### src/rtl/sdspi_card_responder.sv
// SPI-mode SD card model: decodes 48-bit command frames, answers R1/R3/R7 and streams
// 512-byte read blocks (pattern addr[7:0]+i) with CRC16, all paced by the host's sclk.
module sdspi_card_responder #(
  parameter int unsigned N_INIT    = 2,
  parameter int unsigned NAC_BYTES = 4
) (
  input  logic        clk,
  input  logic        rst,
  input  logic        cs,
  input  logic        sclk,
  input  logic        mosi,
  output logic        miso,
  output logic        card_ready,
  output logic [31:0] cur_block_addr,
  output logic [31:0] blocks_sent,
  output logic [5:0]  last_cmd
);

  typedef enum logic [2:0] {StHunt, StResp, StNac, StToken, StData, StCrcHi, StCrcLo} state_e;

  localparam state_e      FirstDataSt = (NAC_BYTES == 0) ? StToken : StNac;
  localparam logic [15:0] NacLast     = 16'(NAC_BYTES - 1);

  logic [1:0]  cs_sync_q, sclk_sync_q, mosi_sync_q;
  logic        sclk_prev_q;
  logic [2:0]  bit_cnt_q;
  logic [6:0]  rx_shift_q;
  logic [7:0]  tx_shift_q;
  logic        miso_q;
  logic [2:0]  frm_cnt_q;
  logic [5:0]  cmd_q;
  logic [31:0] arg_q;
  state_e      state_q;
  logic [39:0] resp_q;
  logic [2:0]  resp_len_q;
  logic        data_after_q, multi_q;
  logic [15:0] nac_cnt_q;
  logic [8:0]  byte_idx_q;
  logic [31:0] addr_q;
  logic [15:0] crc_q;
  logic        card_ready_q, app_flag_q;
  logic [15:0] acmd_cnt_q;
  logic [31:0] cur_block_addr_q, blocks_sent_q;
  logic [5:0]  last_cmd_q;

  logic        cs_s, sclk_s, mosi_s, rise, fall, byte_done, rx_active, frame_done, acmd_below;
  logic [7:0]  rx_byte, data_byte, idle_r1, other_r1;
  logic [39:0] resp_d;
  logic [2:0]  resp_len_d;
  logic        data_after_d, multi_d;

  function automatic logic [15:0] crc16_byte(input logic [15:0] crc, input logic [7:0] d);
    logic [15:0] c;
    c = crc;
    for (int i = 7; i >= 0; i--) begin
      c = {c[14:0], 1'b0} ^ ((c[15] ^ d[i]) ? 16'h1021 : 16'h0000);
    end
    return c;
  endfunction

  assign cs_s       = cs_sync_q[1];
  assign sclk_s     = sclk_sync_q[1];
  assign mosi_s     = mosi_sync_q[1];
  assign rise       = sclk_s & ~sclk_prev_q;
  assign fall       = ~sclk_s & sclk_prev_q;
  assign byte_done  = rise && (bit_cnt_q == 3'd7) && !cs_s;
  assign rx_byte    = {rx_shift_q, mosi_s};
  // The receiver listens in HUNT and throughout a CMD18 stream (for CMD12), never during a response.
  assign rx_active  = (state_q == StHunt) || (multi_q && state_q != StResp);
  assign frame_done = byte_done && rx_active && (frm_cnt_q == 3'd5);
  assign acmd_below = 32'(acmd_cnt_q) < N_INIT;
  assign data_byte  = addr_q[7:0] + byte_idx_q[7:0];
  assign idle_r1    = {7'b0, ~card_ready_q};
  assign other_r1   = card_ready_q ? 8'h04 : 8'h05;

  always_comb begin
    resp_d       = {other_r1, 32'h0};
    resp_len_d   = 3'd1;
    data_after_d = 1'b0;
    multi_d      = 1'b0;
    case (cmd_q)
      6'd0:  resp_d = {8'h01, 32'h0};
      6'd8: begin
        resp_d     = {idle_r1, 8'h00, 8'h00, 4'h0, arg_q[11:8], arg_q[7:0]};
        resp_len_d = 3'd5;
      end
      6'd55: resp_d = {idle_r1, 32'h0};
      6'd41: if (app_flag_q) resp_d = {(acmd_below ? 8'h01 : 8'h00), 32'h0};
      6'd58: begin
        resp_d     = {idle_r1, 32'hC0FF_8000};
        resp_len_d = 3'd5;
      end
      6'd17, 6'd18: begin
        if (card_ready_q) begin
          resp_d       = {8'h00, 32'h0};
          data_after_d = 1'b1;
          multi_d      = (cmd_q == 6'd18);
        end
      end
      default: ;
    endcase
  end

  always_ff @(posedge clk) begin
    if (rst) begin
      cs_sync_q        <= 2'b11;
      sclk_sync_q      <= 2'b00;
      mosi_sync_q      <= 2'b00;
      sclk_prev_q      <= 1'b0;
      bit_cnt_q        <= '0;
      rx_shift_q       <= '0;
      tx_shift_q       <= 8'hFF;
      miso_q           <= 1'b1;
      frm_cnt_q        <= '0;
      cmd_q            <= '0;
      arg_q            <= '0;
      state_q          <= StHunt;
      resp_q           <= '0;
      resp_len_q       <= '0;
      data_after_q     <= 1'b0;
      multi_q          <= 1'b0;
      nac_cnt_q        <= '0;
      byte_idx_q       <= '0;
      addr_q           <= '0;
      crc_q            <= '0;
      card_ready_q     <= 1'b0;
      app_flag_q       <= 1'b0;
      acmd_cnt_q       <= '0;
      cur_block_addr_q <= '0;
      blocks_sent_q    <= '0;
      last_cmd_q       <= '0;
    end else begin
      cs_sync_q   <= {cs_sync_q[0], cs};
      sclk_sync_q <= {sclk_sync_q[0], sclk};
      mosi_sync_q <= {mosi_sync_q[0], mosi};
      sclk_prev_q <= sclk_s;
      if (cs_s) begin
        bit_cnt_q  <= '0;
        tx_shift_q <= 8'hFF;
        miso_q     <= 1'b1;
        frm_cnt_q  <= '0;
        state_q    <= StHunt;
        multi_q    <= 1'b0;
      end else begin
        if (fall) begin
          miso_q     <= tx_shift_q[7];
          tx_shift_q <= {tx_shift_q[6:0], 1'b1};
        end
        if (rise) begin
          bit_cnt_q  <= bit_cnt_q + 3'd1;
          rx_shift_q <= rx_byte[6:0];
        end
        if (byte_done) begin
          if (rx_active) begin
            if (frm_cnt_q == 3'd0) begin
              if (rx_byte[7:6] == 2'b01) begin
                cmd_q     <= rx_byte[5:0];
                frm_cnt_q <= 3'd1;
              end
            end else if (frm_cnt_q == 3'd5) begin
              frm_cnt_q <= 3'd0;
            end else begin
              arg_q     <= {arg_q[23:0], rx_byte};
              frm_cnt_q <= frm_cnt_q + 3'd1;
            end
          end
          tx_shift_q <= 8'hFF;
          if (frame_done && state_q == StHunt) begin
            last_cmd_q   <= cmd_q;
            resp_q       <= resp_d;
            resp_len_q   <= resp_len_d;
            data_after_q <= data_after_d;
            multi_q      <= multi_d;
            addr_q       <= arg_q;
            state_q      <= StResp;
            app_flag_q   <= (cmd_q == 6'd55);
            if (cmd_q == 6'd0) begin
              card_ready_q <= 1'b0;
              acmd_cnt_q   <= '0;
            end
            if (cmd_q == 6'd41 && app_flag_q) begin
              if (acmd_below) acmd_cnt_q <= acmd_cnt_q + 16'd1;
              else            card_ready_q <= 1'b1;
            end
          end else if (frame_done && cmd_q == 6'd12) begin
            // Stream abort: this boundary carries the stuff byte, R1 follows.
            last_cmd_q   <= cmd_q;
            resp_q       <= {8'h00, 32'h0};
            resp_len_q   <= 3'd1;
            data_after_q <= 1'b0;
            multi_q      <= 1'b0;
            app_flag_q   <= 1'b0;
            state_q      <= StResp;
          end else begin
            unique case (state_q)
              StHunt: ;
              StResp: begin
                tx_shift_q <= resp_q[39:32];
                resp_q     <= {resp_q[31:0], 8'h00};
                resp_len_q <= resp_len_q - 3'd1;
                nac_cnt_q  <= '0;
                if (resp_len_q == 3'd1) state_q <= data_after_q ? FirstDataSt : StHunt;
              end
              StNac: begin
                nac_cnt_q <= nac_cnt_q + 16'd1;
                if (nac_cnt_q == NacLast) state_q <= StToken;
              end
              StToken: begin
                tx_shift_q       <= 8'hFE;
                cur_block_addr_q <= addr_q;
                crc_q            <= '0;
                byte_idx_q       <= '0;
                state_q          <= StData;
              end
              StData: begin
                tx_shift_q <= data_byte;
                crc_q      <= crc16_byte(crc_q, data_byte);
                byte_idx_q <= byte_idx_q + 9'd1;
                if (byte_idx_q == 9'd511) state_q <= StCrcHi;
              end
              StCrcHi: begin
                tx_shift_q <= crc_q[15:8];
                state_q    <= StCrcLo;
              end
              StCrcLo: begin
                tx_shift_q    <= crc_q[7:0];
                blocks_sent_q <= blocks_sent_q + 32'd1;
                nac_cnt_q     <= '0;
                if (multi_q) begin
                  addr_q  <= addr_q + 32'd1;
                  state_q <= FirstDataSt;
                end else begin
                  state_q <= StHunt;
                end
              end
              default: state_q <= StHunt;
            endcase
          end
        end
      end
    end
  end

  assign miso           = miso_q;
  assign card_ready     = card_ready_q;
  assign cur_block_addr = cur_block_addr_q;
  assign blocks_sent    = blocks_sent_q;
  assign last_cmd       = last_cmd_q;

endmodule

### config.mk
export PLATFORM = sky130hd
export DESIGN_NAME = sdspi_card_responder
export DESIGN_NICKNAME = d
export VERILOG_FILES = /design/src/rtl/sdspi_card_responder.sv
export SDC_FILE = /design/constraint.sdc
export NUM_CORES = 1
export LEC_CHECK = 0
export ABC_CLOCK_PERIOD_IN_PS = 7200
export BUFFER_PORTS_ARGS = -buffer_cell sky130_fd_sc_hd__buf_2
export CAP_MARGIN = 20
export CORE_UTILIZATION = 40
export CTS_BUF_LIST = sky130_fd_sc_hd__clkbuf_8
export DETAILED_ROUTE_END_ITERATION = 10
export PLACE_DENSITY = 0.62
export SYNTH_ARGS = -nofsm -noshare
export SYNTH_HDL_FRONTEND = slang
export SYNTH_SLANG_ARGS = --single-unit
### constraint.sdc
create_clock -name clk -period 7.2 [get_ports clk]
set_input_delay 0.72 -clock clk [delete_from_list [all_inputs] [get_ports clk]]
set_output_delay 0.72 -clock clk [all_outputs]
set_load 0.005 [all_outputs]
After elaboration in Yosys (flattened, before gate mapping). Cells that the tools add are included.

Bits in registers: 276. Bits of input ports: 5. Output and inout bits: 72. Word-level logic and storage cells: 185.

Add/sub/neg operators: 9. Order comparisons: 1. Equality and inequality tests: 26. Muxes and demuxes: 59. Bitwise operators: 26. Reduce and logical (&&, ||, !) cells: 38.

Operators by type and width (count): $pmux 35 s6 (1); $mux 32 (4); $xor 16x13->16 (8); $mux 40 (3); $mux 13 (8); $mux 35 (2); $add 32x1->32 const B (2); $pmux 16 s2 (2); $mux 16 (3); $pmux 8 s5 (1); $reduce_and 5->1 (8); $mux 3 (12); $add 16x1->16 const B (2); $mux 8 (4); $pmux 3 s7 (1); $eq 6x6->1 const B (3); $pmux 9 s2 (1); $eq 16x2->1 const B (1); $lt 16x2->1 const B (1); $eq 3x3->1 const B (5); $mux 1 (13); $eq 6x4->1 const B (2); $eq 6x5->1 const B (2); $mux 6 (2); 26 further kinds (68).

Depth between registers and ports, before layout. Gate-level depths: netlist of the first run.

Word-level depth: 26. Gate-level depth with buffers: 11. Gate-level depth less buffers: 9.

Least setup slack after synthesis of the first run. OpenSTA, ideal clock, no wires.

Kind: flip-flop to flip-flop. Start: register addr_q[0]. End: register crc_q[14]. Setup time: 117 ps. Arrival: 2443 ps. Required time: 7083 ps. Slack: 4640 ps. Stages on the path, launching flop included: 9. Buffers on the path: 0. Period minus slack after synthesis: 2560 ps. Cells stage by stage: dfxtp_1 > ha_1 > fa_1 > a211oi_1 > o21bai_1 > a21oi_1 > xnor3_1 > xor2_1 > a22o_1.

Longest elaborated chain between the ends: 13.

Ends and longest elaborated chain: start: declaration (RTL line 39) `logic [31:0] addr_q;`; start signal: assignment (RTL line 174) `addr_q <= arg_q;`; start signal: assignment (RTL line 230) `addr_q <= addr_q + 32'd1;`; $add 8x8->8 (*) (RTL line 72) `assign data_byte = addr_q[7:0] + byte_idx_q[7:0];`; $xor 1x1->1 (RTL line 56) `c = {c[14:0], 1'b0} ^ ((c[15] ^ d[i]) ? 16'h1021 : 16'h0000);`; $mux 13 (RTL line 56); $xor 16x13->16 (4 in series) (RTL line 56); $xor 1x1->1 (*) (RTL line 56); $mux 13 (*) (RTL line 56); $xor 16x13->16 (*) (3 in series) (RTL line 56); $pmux 16 s2 (*) (RTL line 195) `unique case (state_q)`; end signal: assignment (RTL line 217) `crc_q <= crc16_byte(crc_q, data_byte);`; end: declaration (RTL line 40) `logic [15:0] crc_q;`.

Every way passes the cells marked *; elsewhere a longest branch is shown, timed or not. A chain may end at the register's enable or synchronous reset.

Worst setup path in the final report of the first run.
Start: register state_q[2]. End: register nac_cnt_q[11].

Longest elaborated chain between the ends: 8. Elaborated cells on any way between the ends: 17. Classes of those cells: eq/ne: 4; mux: 1; bitwise: 2; reduce/logical: 10.

Ends and longest elaborated chain: start: declaration (RTL line 33) `state_e state_q;`; start signal: assignment (RTL line 117) `state_q <= StHunt;`; start signal: assignment (RTL line 142) `state_q <= StHunt;`; start signal: assignment (RTL line 175) `state_q <= StResp;`; $ne 3x1->1 (RTL line 69) `assign rx_active = (state_q == StHunt) || (multi_q && state_q != StResp);`; $logic_and 1x1->1 (RTL line 69); $logic_or 1x1->1 (RTL line 69); $logic_and 1x1->1 (2 in series) (RTL line 70) `assign frame_done = byte_done && rx_active && (frm_cnt_q == 3'd5);`; $logic_and 1x1->1 (on tied branches) (RTL line 185, 168); $not 1->1 (no line); $reduce_and 5->1 (no line); end signal: assignment (RTL line 205) `nac_cnt_q <= nac_cnt_q + 16'd1;`; end: declaration (RTL line 37) `logic [15:0] nac_cnt_q;`.

Several ways; a longest one is shown, not always the timed one.

==> flow_metrics.py, run 1 <==
metrics = {
    "outcome": {
        "outcome": "finished clean",
    },
    "layout": {
        "nets": 1557,
        "syn_to_final_growth_pct": 12.5,
        "num_antenna_cells": 0,
        "final_area_um2": 13900,
        "drive_above_1_share": 0.111,
    },
    "worst_setup_path": {
        "crit_slowest_cell": "dfxtp_1",
        "worst-path-stages": 6,
        "end_kind": "flip-flop",
        "crit_chain": "nor2_1 -> o211ai_2 -> o211ai_1 -> or2_2 -> or3b_2 -> a21oi_1",
        "crit_buf_inv": 0,
        "critPathCapture": "nac_cnt_q[11]$_SDFFE_PP0P_",
        "r2r_end": "nac_cnt_q[11]$_SDFFE_PP0P_",
        "criticalPathCategory": "flip-flop to flip-flop",
        "r2r-start": "state_q[2]$_SDFFE_PP0P_",
        "rrSetupSlack_ns": 3.66,
        "crit_path_max_incr_delay_ns": 0.88,
        "reg2regPathDepth": 6,
        "worstPathRequired_ns": 7.66,
        "crit_path_start_kind": "flip-flop",
        "crit_arrival_ns": 4.00,
        "cpLargestDelayFamily": "compound AO/OA/AOI/OAI gates",
        "crit_path_max_fanout": 25,
        "startpoint": "state_q[2]$_SDFFE_PP0P_",
    },
    "place": {
        "dpl-instance-area_um2": 13000,
        "place_ws_ns": 3.75,
        "place_congestion": 0.842,
        "hpwl_mm": 20.3,
        "io_buffers": 76,
    },
    "yosys": {
        "synth_area_leader_cell": "dfxtp_1",
        "synthMuxAreaShare": 0.0172,
        "avgSynthCellArea_um2": 8.32,
        "synth_warnings": 0,
        "synthFlopType": "dfxtp_1",
        "ys_seq_elements": 276,
        "synth_xor_area_frac": 0.0769,
        "synthCells": 1490,
        "ys_seq_area_frac": 0.446,
        "ys_async_sr_fraction": 0,
        "synth_cell_types": 68,
        "netlist.area_leader.share": 0.446,
        "synth_simple_gate_area_frac": 0.229,
        "synthAdderAreaFrac": 0.0188,
        "synth_edf_count": 0,
        "yosys-top-cells-area": "dfxtp_1 (45%), nand2_1 (6.6%), a21oi_1 (5.5%)",
        "syn-cell-area_um2": 12400,
        "synth_compound_area_frac": 0.174,
        "synth_top_family_by_area": "simple AND/OR/NAND/NOR gates",
        "synth_nets": 1513,
    },
    "clock_tree": {
        "clk_pin_slew_ns": 0.06,
        "clkLatencyLatePin_ns": 0.55,
        "cts-root-buf": "clkbuf_8",
        "htreeDepth": 2,
        "clkSinkCount": 276,
        "cts_resized": 0,
        "tritoncts": "done",
        "cts_setup_buffers": 0,
        "ctsHoldBuffers": 0,
        "clk_path_buf_depth": 3,
        "numCtsBuffers": 47,
    },
    "detailed_routing": {
        "drtIter0Drc": 698,
        "vias": 10564,
        "viasPerCell": 5.38,
        "drc": 0,
        "drt_wl_total_mm": 30.3,
        "drt_pass1_iterations": 5,
        "wl_per_cell_um": 15.4,
        "postRouteAntennaNets": 0,
    },
    "global_route": {
        "grt_pass1_wl_mm": 49.6,
        "gr-usage-all-layers": 0.191,
        "antenna_found_initial": 0,
        "grt_max_degree": 87,
        "overflow": 0,
        "grt_pass1_vias": 9527,
    },
    "sta": {
        "period_needed_ns": 3.54,
        "setup_ws_ns": 3.66,
        "max_slew_margin": 0.254,
        "skew_ns": 0.0176,
        "setup_violations": 0,
        "setup-tns-final_ns": 0,
        "tightest_slew_ns": 1.11,
        "rsz0062_at_grt": "false",
        "period_share": 0.492,
        "final-hold-violation-count": 0,
        "drv_slew": 0,
        "fmax_ghz": 0.282,
    },
    "floorplan": {
        "initial_core_util": 0.406,
        "die_h_um": 178,
        "die_area_um2": 31700,
        "core-area_um2": 30500,
        "io_pins": 77,
        "rows": 64,
        "die_w_um": 178,
    },
    "run": {
        "cap_violations": 0,
    },
    "pwr": {
        "peakVddDrop_uv": 120,
        "p_leak_nw": 5.00,
        "powerDensity_nw_per_um2": 209,
    },
    "hold_path": {
        "worstHoldPathType": "input port to flip-flop",
    },
}
[layout make-up]
type / count / area [µm²]
Clock buffer: 56 / 771
Clock inverter: 28 / 143
Multi-Input combinational cell: 1090 / 6400
Timing Repair Buffer: 90 / 492
Inverter: 29 / 109
Fill cell: 2996 / 16600
Sequential cell: 276 / 5530
Tap cell: 396 / 495
[layout by cell type (no fill, tap or decap), types with 17 or more instances in the layout]
cell type and instances:
a211oi_1 42, nand2_1 218, ha_1 17, clkbuf_8 56, nor4_1 23, a22oi_1 31, o21ai_0 51, nand3_1 32
buf_2 75, inv_1 49, a21oi_1 136, mux2i_1 19, or3_1 19, nor3_1 43, xnor2_1 67, nor2_1 170
dfxtp_1 276, xor2_1 29, a22o_1 18
[sequential cells by signal (all words and copies together) (netlist names), 6 cells and up]
register        cells
acmd_cnt_q         16
addr_q             32
arg_q              32
blocks_sent        32
byte_idx_q          9
cmd_q               6
crc_q              16
cur_block_addr     32
last_cmd            6
nac_cnt_q          16
resp_q             40
rx_shift_q          7
tx_shift_q          8
[metal layers]
layer  track usage  routed length, µm  share of wire
met2         0.296              13400           0.44
met5             0                  0              0
met3        0.0335               1520          0.050
met4        0.0534                547          0.018
met1         0.270              14900           0.49
[worst register-to-register path: cells and delay by family, from the launching register on]
kind / cells / cell delay (ns)
compound gates: 3 / 1.45
simple gates: 3 / 1.15
flops: 1 / 0.88
[power by group]
group          leakage (nW)  total (W)  switching (W)  internal [W]
clock network         0.547    0.00135       0.000615      0.000739
registers              2.22    0.00153     0.00000162       0.00153
logic                  2.23  0.0000317      0.0000267    0.00000503
[how the worst min path moves through the flow]
stage	startpoint	endpoint	slack, ns	cells after the start
after global routing	cs	cs_sync_q[0]$_SDFF_PP1_	0.33	2
after CTS	cs	cs_sync_q[0]$_SDFF_PP1_	0.33	2
after detailed placement	cs_sync_q[0]$_SDFF_PP1_	cs_sync_q[1]$_SDFF_PP1_	0.40	1
final	cs	cs_sync_q[0]$_SDFF_PP1_	0.36	2
after global placement	cs_sync_q[0]$_SDFF_PP1_	cs_sync_q[1]$_SDFF_PP1_	0.40	1
after floorplan	cs_sync_q[0]$_SDFF_PP1_	cs_sync_q[1]$_SDFF_PP1_	0.39	1
[cell families after synthesis]
family / after synthesis
xor gates and xnor gates: 101
DFF: 276
adders and majority gates: 18
and+or+nand+nor: 610
buffers and inverters: 124
muxes: 21
AOI/OAI and AO/OA: 340
[Yosys cell counts (all sizes together) (5+ instances only)]
master   count
o21a         5
xnor2       67
nor2b       11
a22oi       31
a211oi      42
nor4b        6
and3        14
and4         7
clkbuf      85
nand3       33
mux2i       19
nor2       170
buf         10
nand2      218
ha          17
xor2        29
xnor3        5
o22ai        5
nor3        44
a22o        18
nor4        23
a31oi        6
nand4       15
o211ai       6
a21oi      136
o21ai       53
or2          8
inv         29
o2111ai      5
dfxtp      276
or4          6
nand2b       7
and2        15
or3         19
[stage by stage]
stage	hold WS, ns	total power, W	std cells	util
floorplan	0.389	0.00159	1490	-
global placement	0.401	0.00160	1879	0.426
detailed placement	0.401	0.00160	1881	0.427
CTS	0.335	0.00296	1965	0.457
global route	0.334	0.00304	1965	0.457
finish	0.362	0.00292	1965	0.457
Note: power is estimated with default switching activity, not from simulation.
==> run 2: changes to the inputs <==
- ABC_AREA: default -> 1
- ABC_CLOCK_PERIOD_IN_PS: 7200 -> 3000
- PLACE_DENSITY: 0.62 -> 0.64
- clock period: 7.2 -> 3 ns (I/O delays scaled with it)
==> flow_metrics.py, run 2 <==
metrics = {
    "floorplan": {
        "rows": 66,
        "die_h_um": 185,
        "die_area_um2": 34300,
        "core-area_um2": 32800,
        "die_w_um": 185,
        "initial_core_util": 0.410,
        "io_pins": 77,
    },
    "sta": {
        "skew_ns": 0.0435,
        "max_slew_margin": 0.431,
        "rsz0062_at_grt": "false",
        "setup_violations": 0,
        "drv_slew": 0,
        "final-hold-violation-count": 0,
        "period_share": 0.905,
        "tightest_slew_ns": 0.850,
        "period_needed_ns": 2.72,
        "setup-tns-final_ns": 0,
        "fmax_ghz": 0.368,
    },
    "detailed_routing": {
        "drc": 0,
        "drt_wl_total_mm": 36.2,
        "postRouteAntennaNets": 0,
        "viasPerCell": 5.15,
        "drtIter0Drc": 995,
        "drt_pass1_iterations": 5,
        "vias": 13010,
        "wl_per_cell_um": 14.3,
    },
    "global_route": {
        "gr-usage-met3": 0.0403,
        "grt_pass1_vias": 11969,
        "overflow": 0,
        "antenna_found_initial": 0,
        "grt_use_met2": 0.327,
        "grt_use_met1": 0.304,
        "grt_pass1_wl_mm": 59.9,
        "busiest_layer": "met2",
        "gr-usage-all-layers": 0.215,
        "grt_max_degree": 85,
    },
    "clock_tree": {
        "htreeDepth": 2,
        "clk_path_buf_depth": 3,
        "cts-root-buf": "clkbuf_8",
        "cts_resized": 0,
        "clk_pin_slew_ns": 0.06,
        "numCtsBuffers": 48,
        "clkLatencyLatePin_ns": 0.58,
        "tritoncts": "done",
        "clkSinkCount": 276,
        "cts_setup_buffers": 0,
    },
    "yosys": {
        "yosysMostFrequentCell": "nand2_1",
        "avgSynthCellArea_um2": 6.80,
        "synthFlopType": "dfxtp_1",
        "netlist.area_leader.share": 0.411,
        "synth_nets": 2000,
        "ys_async_sr_fraction": 0,
        "synth_cell_types": 46,
        "synth_warnings": 0,
        "synth_area_leader_cell": "dfxtp_1",
        "yosys-top-cells-area": "dfxtp_1 (41%), nand2_1 (13%), a21oi_1 (8.2%)",
        "synth_edf_count": 0,
        "ys_seq_elements": 276,
        "syn-cell-area_um2": 13400,
        "ys_seq_area_frac": 0.411,
        "synthCells": 1977,
        "ys_top_cells_by_count": "nand2_1 (481), dfxtp_1 (276), a21oi_1 (221)",
    },
    "run": {
        "cap_violations": 0,
    },
    "layout": {
        "layout_common_cells": "nand2_1 (481), dfxtp_1 (276), a21oi_1 (221), inv_1 (211), nor2_1 (201)",
        "fillers": 3440,
        "layout_commonest_cell": "nand2_1",
        "num_antenna_cells": 0,
        "nets": 2072,
        "syn_to_final_growth_pct": 12.9,
        "top_register": "resp_q",
        "largest_register_ffs": 40,
        "drive_above_1_share": 0.0978,
        "final_area_um2": 15200,
    },
    "worst_setup_path": {
        "crit_buf_inv": 3,
        "path_common_cell": "nand2_2",
        "cpLargestDelayFamily": "buffers and inverters",
        "crit_path_max_incr_delay_ns": 0.53,
        "crit_chain": "ha_1 -> ha_1 -> inv_1 -> nor2_4 -> nand2_2 -> nor2_4 -> nand2_2 -> nand2_2 -> inv_2 -> nand2_2 -> inv_2 -> nand2_1 -> a21oi_1",
        "criticalPathCategory": "flip-flop to flip-flop",
        "end_kind": "flip-flop",
        "worstPathRequired_ns": 3.49,
        "crit_arrival_ns": 3.21,
        "crit_path_start_kind": "flip-flop",
        "crit_path_max_fanout": 38,
        "crit_slowest_cell": "inv_2",
    },
    "pwr": {
        "powerDensity_nw_per_um2": 469,
        "p_leak_nw": 6.13,
        "peakVddDrop_uv": 381,
    },
    "outcome": {
        "outcome": "finished clean",
    },
    "place": {
        "place_congestion": 0.928,
        "hpwl_mm": 25.7,
        "dpl-instance-area_um2": 14200,
        "io_buffers": 76,
    },
    "hold_path": {
        "worstHoldPathType": "input port to flip-flop",
    },
}
==> run 2: cell count changes in the layout (fill, tap and decap cells not counted), moves of 31 or more <==
cell      before  now
nor2_1       170  201
inv_1         49  211
nand2_1      218  481
a211oi_1      42    7
a21oi_1      136  221
o21ai_0       51  158
xnor2_1       67    8
nand3_1       32  138
==> run 2: cells by family (layout without fill, tap and decap cells) <==
| kind of cell | count (synthesis) | in the layout | synth area share |
|---|---|---|---|
| AO/OA/AOI/OAI | 411 | 411 | 0.159 |
| XOR/XNOR | 41 | 41 | 0.0267 |
| adder cells (fa/ha/maj) | 18 | 18 | 0.0173 |
| buffers and inverters | 281 | 389 | 0.0845 |
| flip-flops | 276 | 276 | 0.411 |
| AND/OR/NAND/NOR | 950 | 950 | 0.301 |
==> run 2: worst paths after layout <==
kind | from | end | slack, ns | depth (start not counted)
max reg2reg | bit_cnt_q[0]$_SDFFE_PP0N_ | resp_q[18]$_SDFFE_PP0P_ | 0.28 | 13
min reg2reg | mosi_sync_q[0]$_SDFF_PP0_ | mosi_sync_q[1]$_SDFF_PP0_ | 0.42 | 2
max | bit_cnt_q[0]$_SDFFE_PP0N_ | resp_q[18]$_SDFFE_PP0P_ | 0.28 | 13
min | rst | mosi_sync_q[0]$_SDFF_PP0_ | 0.13 | 2
==> run 2: per-layer routing <==
metal  vias up  share of wire
li1       6632              -
met1      6004           0.49
met2       323           0.43
met3        51          0.061
met4         0          0.020
met5         -              0
==> run 2: layout make-up <==
type | count | area, µm² | area share
clock buffers | 61 | 840 | 0.0553
clock inverters | 25 | 98.8 | 0.00651
inverters | 200 | 752 | 0.0496
multi-input cells | 1420 | 6790 | 0.447
flip-flops and latches | 276 | 5530 | 0.364
well taps | 442 | 553 | 0.0364
repair buffers | 103 | 618 | 0.0407
==> run 2: per-stage QoR <==
| stage | worst slack (ns) | utilization | hold WS, ns | power, W | std cells |
|---|---|---|---|---|---|
| final | 0.285 | 0.463 | 0.130 | 0.00712 | 2527 |
| after global routing | 0.0101 | 0.463 | 0.124 | 0.00741 | 2527 |
| after CTS | 0.279 | 0.463 | 0.110 | 0.00722 | 2527 |
| after detailed placement | 0.293 | 0.433 | 0.404 | 0.00386 | 2438 |
| after global placement | 0.385 | 0.433 | 0.391 | 0.00386 | 2438 |
| after floorplan | 1.04 | - | 0.388 | 0.00383 | 1977 |
==> run 2: report_power, final <==
part / switching, W / internal, W
registers: 0.00000337 / 0.00367
clock network: 0.00152 / 0.00181
logic: 0.0000776 / 0.0000285
total: 0.00160 / 0.00551
==> run 2: what timing repair did <==
action / CTS / global route
endpoints found under the hold margin: 3 / 0
hold buffers: 3 / 0
endpoints found under the setup margin: 0 / 0
==> run 3: changes to the inputs <==
- PLACE_DENSITY: 0.64 -> 0.57
- SLEW_MARGIN: default -> 0
==> flow_metrics.py, run 3 (synthesized netlist as in run 2, its figures left out) <==
metrics = {
    "pwr": {
        "power.total_w": 0.00738,
        "p_leak_nw": 6.14,
        "powerDensity_nw_per_um2": 485,
        "peakVddDrop_uv": 332,
    },
    "global_route": {
        "antenna_found_initial": 0,
        "grt_max_degree": 77,
        "overflow": 0,
        "grt_pass1_vias": 11707,
        "gr-usage-all-layers": 0.217,
        "grt_pass1_wl_mm": 60.3,
    },
    "place": {
        "io_buffers": 76,
        "place_congestion": 0.912,
        "dpl-instance-area_um2": 14200,
        "hpwl_mm": 26.1,
    },
    "clock_tree": {
        "clk_path_buf_depth": 3,
        "cts_resized": 0,
        "clkLatencyLatePin_ns": 0.58,
        "clk_pin_slew_ns": 0.06,
        "htreeDepth": 2,
        "clkSinkCount": 276,
        "tritoncts": "done",
        "numCtsBuffers": 47,
        "ctsHoldBuffers": 4,
        "cts-root-buf": "clkbuf_8",
        "cts_setup_buffers": 0,
    },
    "run": {
        "cap_violations": 0,
    },
    "worst_setup_path": {
        "crit_buf_inv": 3,
        "crit_chain": "ha_1 -> ha_1 -> inv_1 -> nor2_4 -> nand2_2 -> nor2_4 -> nand4_1 -> nand2_2 -> inv_2 -> nand2_2 -> inv_2 -> nand2_1 -> a21oi_1",
        "end_kind": "flip-flop",
        "crit_slowest_cell": "inv_2",
        "crit_path_max_fanout": 38,
        "criticalPathCategory": "flip-flop to flip-flop",
        "worstPathRequired_ns": 3.48,
        "crit_path_max_incr_delay_ns": 0.52,
        "cpLargestDelayFamily": "buffers and inverters",
        "path_common_cell": "nand2_2",
        "crit_arrival_ns": 3.11,
        "crit_path_start_kind": "flip-flop",
    },
    "floorplan": {
        "rows": 66,
        "die_area_um2": 34300,
        "initial_core_util": 0.410,
        "io_pins": 77,
        "die_h_um": 185,
        "core-area_um2": 32800,
        "die_w_um": 185,
    },
    "detailed_routing": {
        "drtIter0Drc": 963,
        "wl_per_cell_um": 14.7,
        "postRouteAntennaNets": 0,
        "vias": 12966,
        "drt_pass1_iterations": 5,
        "viasPerCell": 5.13,
        "drt_wl_total_mm": 37.2,
        "drc": 0,
    },
    "layout": {
        "regArea_um2": 5530,
        "fillers": 3462,
        "multi_input_area_um2": 6790,
        "layout_commonest_cell": "nand2_1",
        "largest_register_ffs": 40,
        "nets": 2071,
        "drive_above_1_share": 0.0998,
        "final_area_um2": 15200,
        "num_antenna_cells": 0,
        "top_register": "resp_q",
        "syn_to_final_growth_pct": 13.3,
        "layout_common_cells": "nand2_1 (481), dfxtp_1 (276), a21oi_1 (221), inv_1 (205), nor2_1 (201)",
        "final_core_util": 0.465,
    },
    "sta": {
        "rsz0062_at_grt": "false",
        "skew_ns": 0.0338,
        "period_share": 0.877,
        "tightest_slew_ns": 0.814,
        "fmax_ghz": 0.380,
        "period_needed_ns": 2.63,
        "setup-tns-final_ns": 0,
        "setup_violations": 0,
        "max_slew_margin": 0.458,
        "final-hold-violation-count": 0,
        "drv_slew": 0,
    },
    "outcome": {
        "outcome": "finished clean",
    },
    "hold_path": {
        "worstHoldPathType": "flip-flop to flip-flop",
    },
}
==> run 3: power breakdown <==
part,internal (W),switching [W]
clock,0.00203,0.00157
combinational,0.0000259,0.0000785
sequential,0.00367,0.00000320
==> run 3: layout make-up <==
class,instances,area share
multi-input combinational,1420,0.446
sequential,276,0.363
clock buffer,59,0.0533
inverter,200,0.0494
timing repair buffer,103,0.0399
tap,442,0.0363
clock inverter,26,0.0127
==> run 3: path summary, 6_finish.rpt <==
| kind | depth (start not counted) | from | slack [ns] | endpoint |
|---|---|---|---|---|
| setup / recovery | 13 | bit_cnt_q[0]$_SDFFE_PP0N_ | 0.37 | resp_q[30]$_SDFFE_PP0P_ |
| hold / removal | 2 | mosi_sync_q[0]$_SDFF_PP0_ | 0.41 | mosi_sync_q[1]$_SDFF_PP0_ |
| setup reg to reg | 13 | bit_cnt_q[0]$_SDFFE_PP0N_ | 0.37 | resp_q[30]$_SDFFE_PP0P_ |
| hold reg to reg | 2 | mosi_sync_q[0]$_SDFF_PP0_ | 0.41 | mosi_sync_q[1]$_SDFF_PP0_ |
==> run 3: metrics by stage <==
stage	setup WS, ns	hold WS [ns]	instances
global placement	0.471	0.392	2437
detailed placement	0.399	0.395	2437
finish	0.368	0.406	2526
global route	0.0890	0.417	2526
floorplan	1.04	0.388	1977
CTS	0.369	0.407	2526
==> run 3: tightest hold or removal path: cells and delay by family (launching register included) <==
| kind | cells | cell delay (ns) |
|---|---|---|
| buffers and inverters | 1 | 0.04 |
| DFF | 1 | 0.30 |
| and+or+nand+nor | 1 | 0.03 |
==> run 3: routing by layer <==
layer,up-vias,GRT usage,share of wire
met4,0,0.0529,0.019
met2,300,0.331,0.43
met5,-,0,0
met3,60,0.0301,0.049
met1,5991,0.319,0.51
li1,6615,-,-
